[config.mk]
export PLATFORM = sky130hd
export DESIGN_NAME = vga_timing_sequencer
export DESIGN_NICKNAME = d
export VERILOG_FILES = /design/src/rtl/vga_timing_sequencer.sv
export SDC_FILE = /design/constraint.sdc
export NUM_CORES = 1
export LEC_CHECK = 0
export CORE_MARGIN = 10
export CORE_UTILIZATION = 51
export CTS_CLUSTER_DIAMETER = 30
export DETAILED_ROUTE_END_ITERATION = 8
export MAX_ROUTING_LAYER = met4
export PLACE_DENSITY = 0.88
export SETUP_SLACK_MARGIN = 0.05
export SYNTH_ARGS = -nofsm -noshare
export SYNTH_HDL_FRONTEND = slang
export SYNTH_SLANG_ARGS = --single-unit
[constraint.sdc]
create_clock -name Clock -period 3.02 [get_ports Clock]
set_clock_uncertainty 0.05 [all_clocks]
set_input_delay 0.302 -clock Clock [delete_from_list [all_inputs] [get_ports Clock]]
set_output_delay 0.302 -clock Clock [all_outputs]
set_load 0.1 [all_outputs]
[src/rtl/vga_timing_sequencer.sv]
//------------------------------------------------------------------------------
// Module  : vga_timing_sequencer
// Brief   : VGA pixel/line counters and four-phase sync FSMs, stepped by a pixel-tick divider.
// Revision: 1.0 - initial release
//------------------------------------------------------------------------------
`default_nettype none

module vga_timing_sequencer #(
    parameter int CLK_DIV   = 2,
    parameter int H_VISIBLE = 640,
    parameter int H_FRONT   = 16,
    parameter int H_SYNC    = 96,
    parameter int H_BACK    = 48,
    parameter int V_VISIBLE = 480,
    parameter int V_FRONT   = 10,
    parameter int V_SYNC    = 2,
    parameter int V_BACK    = 33
) (
    input  logic       Clock,
    input  logic       Clear_n,
    input  logic       Enable,
    output logic       PixelTick,
    output logic [9:0] PixelX,
    output logic [9:0] PixelY,
    output logic       HSync,
    output logic       VSync,
    output logic       VideoOn,
    output logic       LineEnd,
    output logic       FrameStart
);

    localparam int H_TOTAL = H_VISIBLE + H_FRONT + H_SYNC + H_BACK;
    localparam int V_TOTAL = V_VISIBLE + V_FRONT + V_SYNC + V_BACK;
    localparam int DIV_W   = (CLK_DIV > 1) ? $clog2(CLK_DIV) : 1;

    localparam logic [DIV_W-1:0] DIV_MAX = DIV_W'(CLK_DIV - 1);

    localparam logic [9:0] H_LAST        = 10'(H_TOTAL - 1);
    localparam logic [9:0] H_FRONT_START = 10'(H_VISIBLE);
    localparam logic [9:0] H_SYNC_START  = 10'(H_VISIBLE + H_FRONT);
    localparam logic [9:0] H_BACK_START  = 10'(H_VISIBLE + H_FRONT + H_SYNC);
    localparam logic [9:0] V_LAST        = 10'(V_TOTAL - 1);
    localparam logic [9:0] V_FRONT_START = 10'(V_VISIBLE);
    localparam logic [9:0] V_SYNC_START  = 10'(V_VISIBLE + V_FRONT);
    localparam logic [9:0] V_BACK_START  = 10'(V_VISIBLE + V_FRONT + V_SYNC);

    typedef enum logic [1:0] {
        PH_VISIBLE = 2'd0,
        PH_FRONT   = 2'd1,
        PH_SYNC    = 2'd2,
        PH_BACK    = 2'd3
    } phase_t;

    // Phase is a pure function of the counter, so state and count can never disagree.
    function automatic phase_t phase_of(
        input logic [9:0] cnt,
        input logic [9:0] front_start,
        input logic [9:0] sync_start,
        input logic [9:0] back_start
    );
        if (cnt < front_start)      return PH_VISIBLE;
        else if (cnt < sync_start)  return PH_FRONT;
        else if (cnt < back_start)  return PH_SYNC;
        else                        return PH_BACK;
    endfunction

    logic [DIV_W-1:0] div_q, div_d;
    logic [9:0]       x_q, x_d;
    logic [9:0]       y_q, y_d;
    phase_t           h_state_q, h_state_d;
    phase_t           v_state_q, v_state_d;
    logic             tick;
    logic             x_wrap;

    always_ff @(posedge Clock) begin
        if (!Clear_n) begin
            div_q     <= '0;
            x_q       <= '0;
            y_q       <= '0;
            h_state_q <= PH_VISIBLE;
            v_state_q <= PH_VISIBLE;
        end else begin
            div_q     <= div_d;
            x_q       <= x_d;
            y_q       <= y_d;
            h_state_q <= h_state_d;
            v_state_q <= v_state_d;
        end
    end

    always_comb begin
        tick   = Enable && (div_q == DIV_MAX);
        x_wrap = (x_q == H_LAST);
        div_d  = div_q;
        x_d    = x_q;
        y_d    = y_q;

        if (Enable) begin
            div_d = tick ? '0 : div_q + 1'b1;
        end

        if (tick) begin
            x_d = x_wrap ? '0 : x_q + 10'd1;
            if (x_wrap) begin
                y_d = (y_q == V_LAST) ? '0 : y_q + 10'd1;
            end
        end

        h_state_d = phase_of(x_d, H_FRONT_START, H_SYNC_START, H_BACK_START);
        v_state_d = phase_of(y_d, V_FRONT_START, V_SYNC_START, V_BACK_START);
    end

    assign PixelTick  = tick;
    assign PixelX     = x_q;
    assign PixelY     = y_q;
    assign HSync      = (h_state_q != PH_SYNC);
    assign VSync      = (v_state_q != PH_SYNC);
    assign VideoOn    = (h_state_q == PH_VISIBLE) && (v_state_q == PH_VISIBLE);
    assign LineEnd    = tick && x_wrap;
    assign FrameStart = tick && x_wrap && (y_q == V_LAST);

`ifndef SYNTHESIS
    always_ff @(posedge Clock) begin
        if (Clear_n) begin
            assert (x_q <= H_LAST);
            assert (y_q <= V_LAST);
            assert (h_state_q == phase_of(x_q, H_FRONT_START, H_SYNC_START, H_BACK_START));
            assert (v_state_q == phase_of(y_q, V_FRONT_START, V_SYNC_START, V_BACK_START));
        end
    end
`endif

endmodule

`default_nettype wire

==> results by group <==
Timing
  • Relative slew slack: 54.6%
  • Slew @ Worst Pin: 0.672 ns
  • Max frequency: 0.378 GHz
  • Hold Violations, Final: 0
  • # setup viols final: 0
  • Setup TNS: 0 ns
  • Final period util: 87.6%
  • Final Max Slew Viols: 0
  • RSZ-0062 raised after global routing: no
  • Period minus WS final: 2.64 ns

Placement
  • RePlAce Congestion: 1.04
  • # port buffers: 28
  • DP HPWL: 2840 um
  • Placed cell count: 231

Synth
  • Number of synthesized flops with an enable pin: 0
  • Yosys reg bits: 25
  • Ys async rst share: 0%
  • Synthesized netlist cell count: 178
  • Yosys cell types: 50
  • Syn Std Cell Area: 1500 um^2
  • Sequential area share after synthesis: 33.3%
  • Ys flop type: dfxtp_1
  • Yosys synthesis warning count: 0
  • Post-Synthesis Net Count: 184
  • Syn avg cell area: 8.45 um^2

Worst setup path
  • Slowest CP cell: or4_4
  • Req. time, crit path: 2.67 ns
  • CP Max Fanout: 12
  • Worst path cell trace: ha_1, nand2b_1, or4_4, inv_6, and2_2, buf_12
  • Crit path DAT: 2.29 ns
  • CP endpoint kind: output port
  • Worst path max stage delay: 0.65 ns
  • CP Launch Type: flip-flop
  • Type of the worst setup path: reg2out

Finish
  • Share of cells above drive strength 1: 24.5%
  • Highest-count cells in the layout ignoring fill and taps: 24 x buf_4, 20 x dfxtp_1, 18 x nand2_1
  • Non-filler cells, final: 235
  • Ant diodes: 0
  • Most common cell after layout, fill and taps aside: buf_4
  • Layout Area Growth over Synthesis: 18.0%
  • Nets: 211
  • Filler cells: 232
  • Util after Layout: 63.8%

Power and ir drop
  • Clock power share: 29.5%
  • Max VDD drop: 0.000281 V
  • Comb pwr share: 7.0%
  • Leak: 0.721 nW
  • Tot Pwr: 0.000529 W
  • Flop pwr share: 63.6%
  • Power per cell area: 298 nW/um^2
  • Internal: 0.000394 W
  • Switching power: 0.000135 W
  • Switch share: 25.5%

Clock network
  • Reg clk slew, reported paths: 0.14 ns
  • Hold_buf cts: 0
  • Clock Path Buffers: 2
  • Clk_lat worst skew: 0.33 ns
  • CTS Sinks: 25
  • Clk root buf: clkbuf_4
  • Post-CTS Resized: 0
  • Htree depth: 1
  • Total CTS buffers: 3
  • Post-CTS Setup Inserts: 0
  • CTS tree: yes

Global routing
  • Vias in the first global route: 1281
  • Total global-route track usage: 14.0%
  • Largest net degree at the start of global routing: 18
  • Initial antenna violation count: 0
  • Gr ovfl total: 0
  • Global-route wire length before repair: 6090 um

Floorplan
  • Die footprint: 5520 um^2
  • IO Count: 29
  • Row Count: 19
  • Core area: 2780 um^2
  • Horiz. Die Dim: 74.3 um
  • Initial Util: 54.1%
  • Die H: 74.3 um

Route
  • Antenna-violating nets left: 0
  • DRC: 0
  • DR WL/cell: 15.8 um
  • DRT Pass-1 Iters: 4
  • Final WL: 3710 um
  • Initial DRC count: 148
  • Vias: 1405
  • Via density: 5.98

Status
  • Status: finished, final reports clean

Hold path
  • Worst Hold Class: reg2reg

Run
  • Max-Cap Viols: 0
[cell families after synthesis]
logic type / Yosys count / share of synthesized area (%)
buffers and inverters: 14 / 5.57
XOR/XNOR: 12 / 7.49
adder cells (fa/ha/maj): 3 / 2.50
flip-flops: 25 / 33.3
AO/OA/AOI/OAI: 38 / 18.6
AND/OR/NAND/NOR: 86 / 32.5
[layout make-up]
type	instances	area (um^2)	share of cell area (%)
multi-input cells	139	927	52.3
clock buffers	4	26.3	1.48
repair buffers	28	240	13.5
inverters	8	35.0	1.97
flip-flops and latches	25	507	28.6
well taps	31	38.8	2.19
[through the flow]
stage          setup slack [ns]  cell area [um^2]  hold slack, ns
3_5_place_dp              0.338              1750           0.425
4_1_cts                   0.381              1770           0.445
5_1_grt                   0.280              1770           0.471
6_report                  0.375              1770           0.439
3_3_place_gp              0.407              1750           0.418
2_1_floorplan          -0.00328              1520           0.380
[critical path, delay by kind of cell, from the launching register on]
kind	cells	cell delay [ns]
and+or+nand+nor	3	0.97
DFF	1	0.38
buffers and inverters	2	0.34
adders and majority gates	1	0.26
[layer usage]
metal	track usage (%)	vias to the layer above	share of wire, %
met5	-	-	0
met4	5.89	0	1.4
met3	2.53	4	7.8
met2	21.4	61	47
met1	17.8	651	44
li1	-	689	-
[synth_stat cells, drive strengths merged (2+ instances only)]
master,count,area (um^2)
nor3,7,35.0
nand3b,2,27.5
nand2,19,78.8
dfxtp,25,500
o21a,5,38.8
nor2b,3,18.8
xor2,5,43.8
and2,9,56.3
a31oi,2,12.5
nand2b,4,25.0
buf,4,41.3
and3,4,25.0
clkbuf,2,7.51
ha,3,37.5
nand4,3,18.8
o21ai,10,50.0
nand4b,2,17.5
o41ai,3,41.3
a21oi,8,40.0
inv,8,35.0
or4,2,18.8
nand3,12,72.6
nor2,13,51.3
nor4,3,18.8
xnor2,7,68.8
[power by group through the flow]
stage | combinational [W] | clock, W | sequential [W]
global placement | 0.0000364 | 0 | 0.000343
global route | 0.0000397 | 0.000170 | 0.000337
detailed placement | 0.0000368 | 0 | 0.000344
floorplan | 0.0000158 | 0 | 0.000354
CTS | 0.0000370 | 0.000162 | 0.000336
finish | 0.0000368 | 0.000156 | 0.000336
[final timing paths]
path              slack [ns]                   start  cells after the start                      end
hold / removal          0.44  PixelX[1]$_SDFFE_PN0P_                      2   PixelX[1]$_SDFFE_PN0P_
hold reg to reg         0.44  PixelX[1]$_SDFFE_PN0P_                      2   PixelX[1]$_SDFFE_PN0P_
setup reg to reg        0.52  PixelX[0]$_SDFFE_PN0P_                      8  v_state_q[1]$_SDFF_PP0_
setup / recovery        0.38  PixelX[0]$_SDFFE_PN0P_                      6               FrameStart
[sequential cells by signal (all words and copies together) (netlist names)]
name       flops
PixelX        10
PixelY        10
h_state_q      2
v_state_q      2
div_q          1
Power figures use the tool's default switching activity.
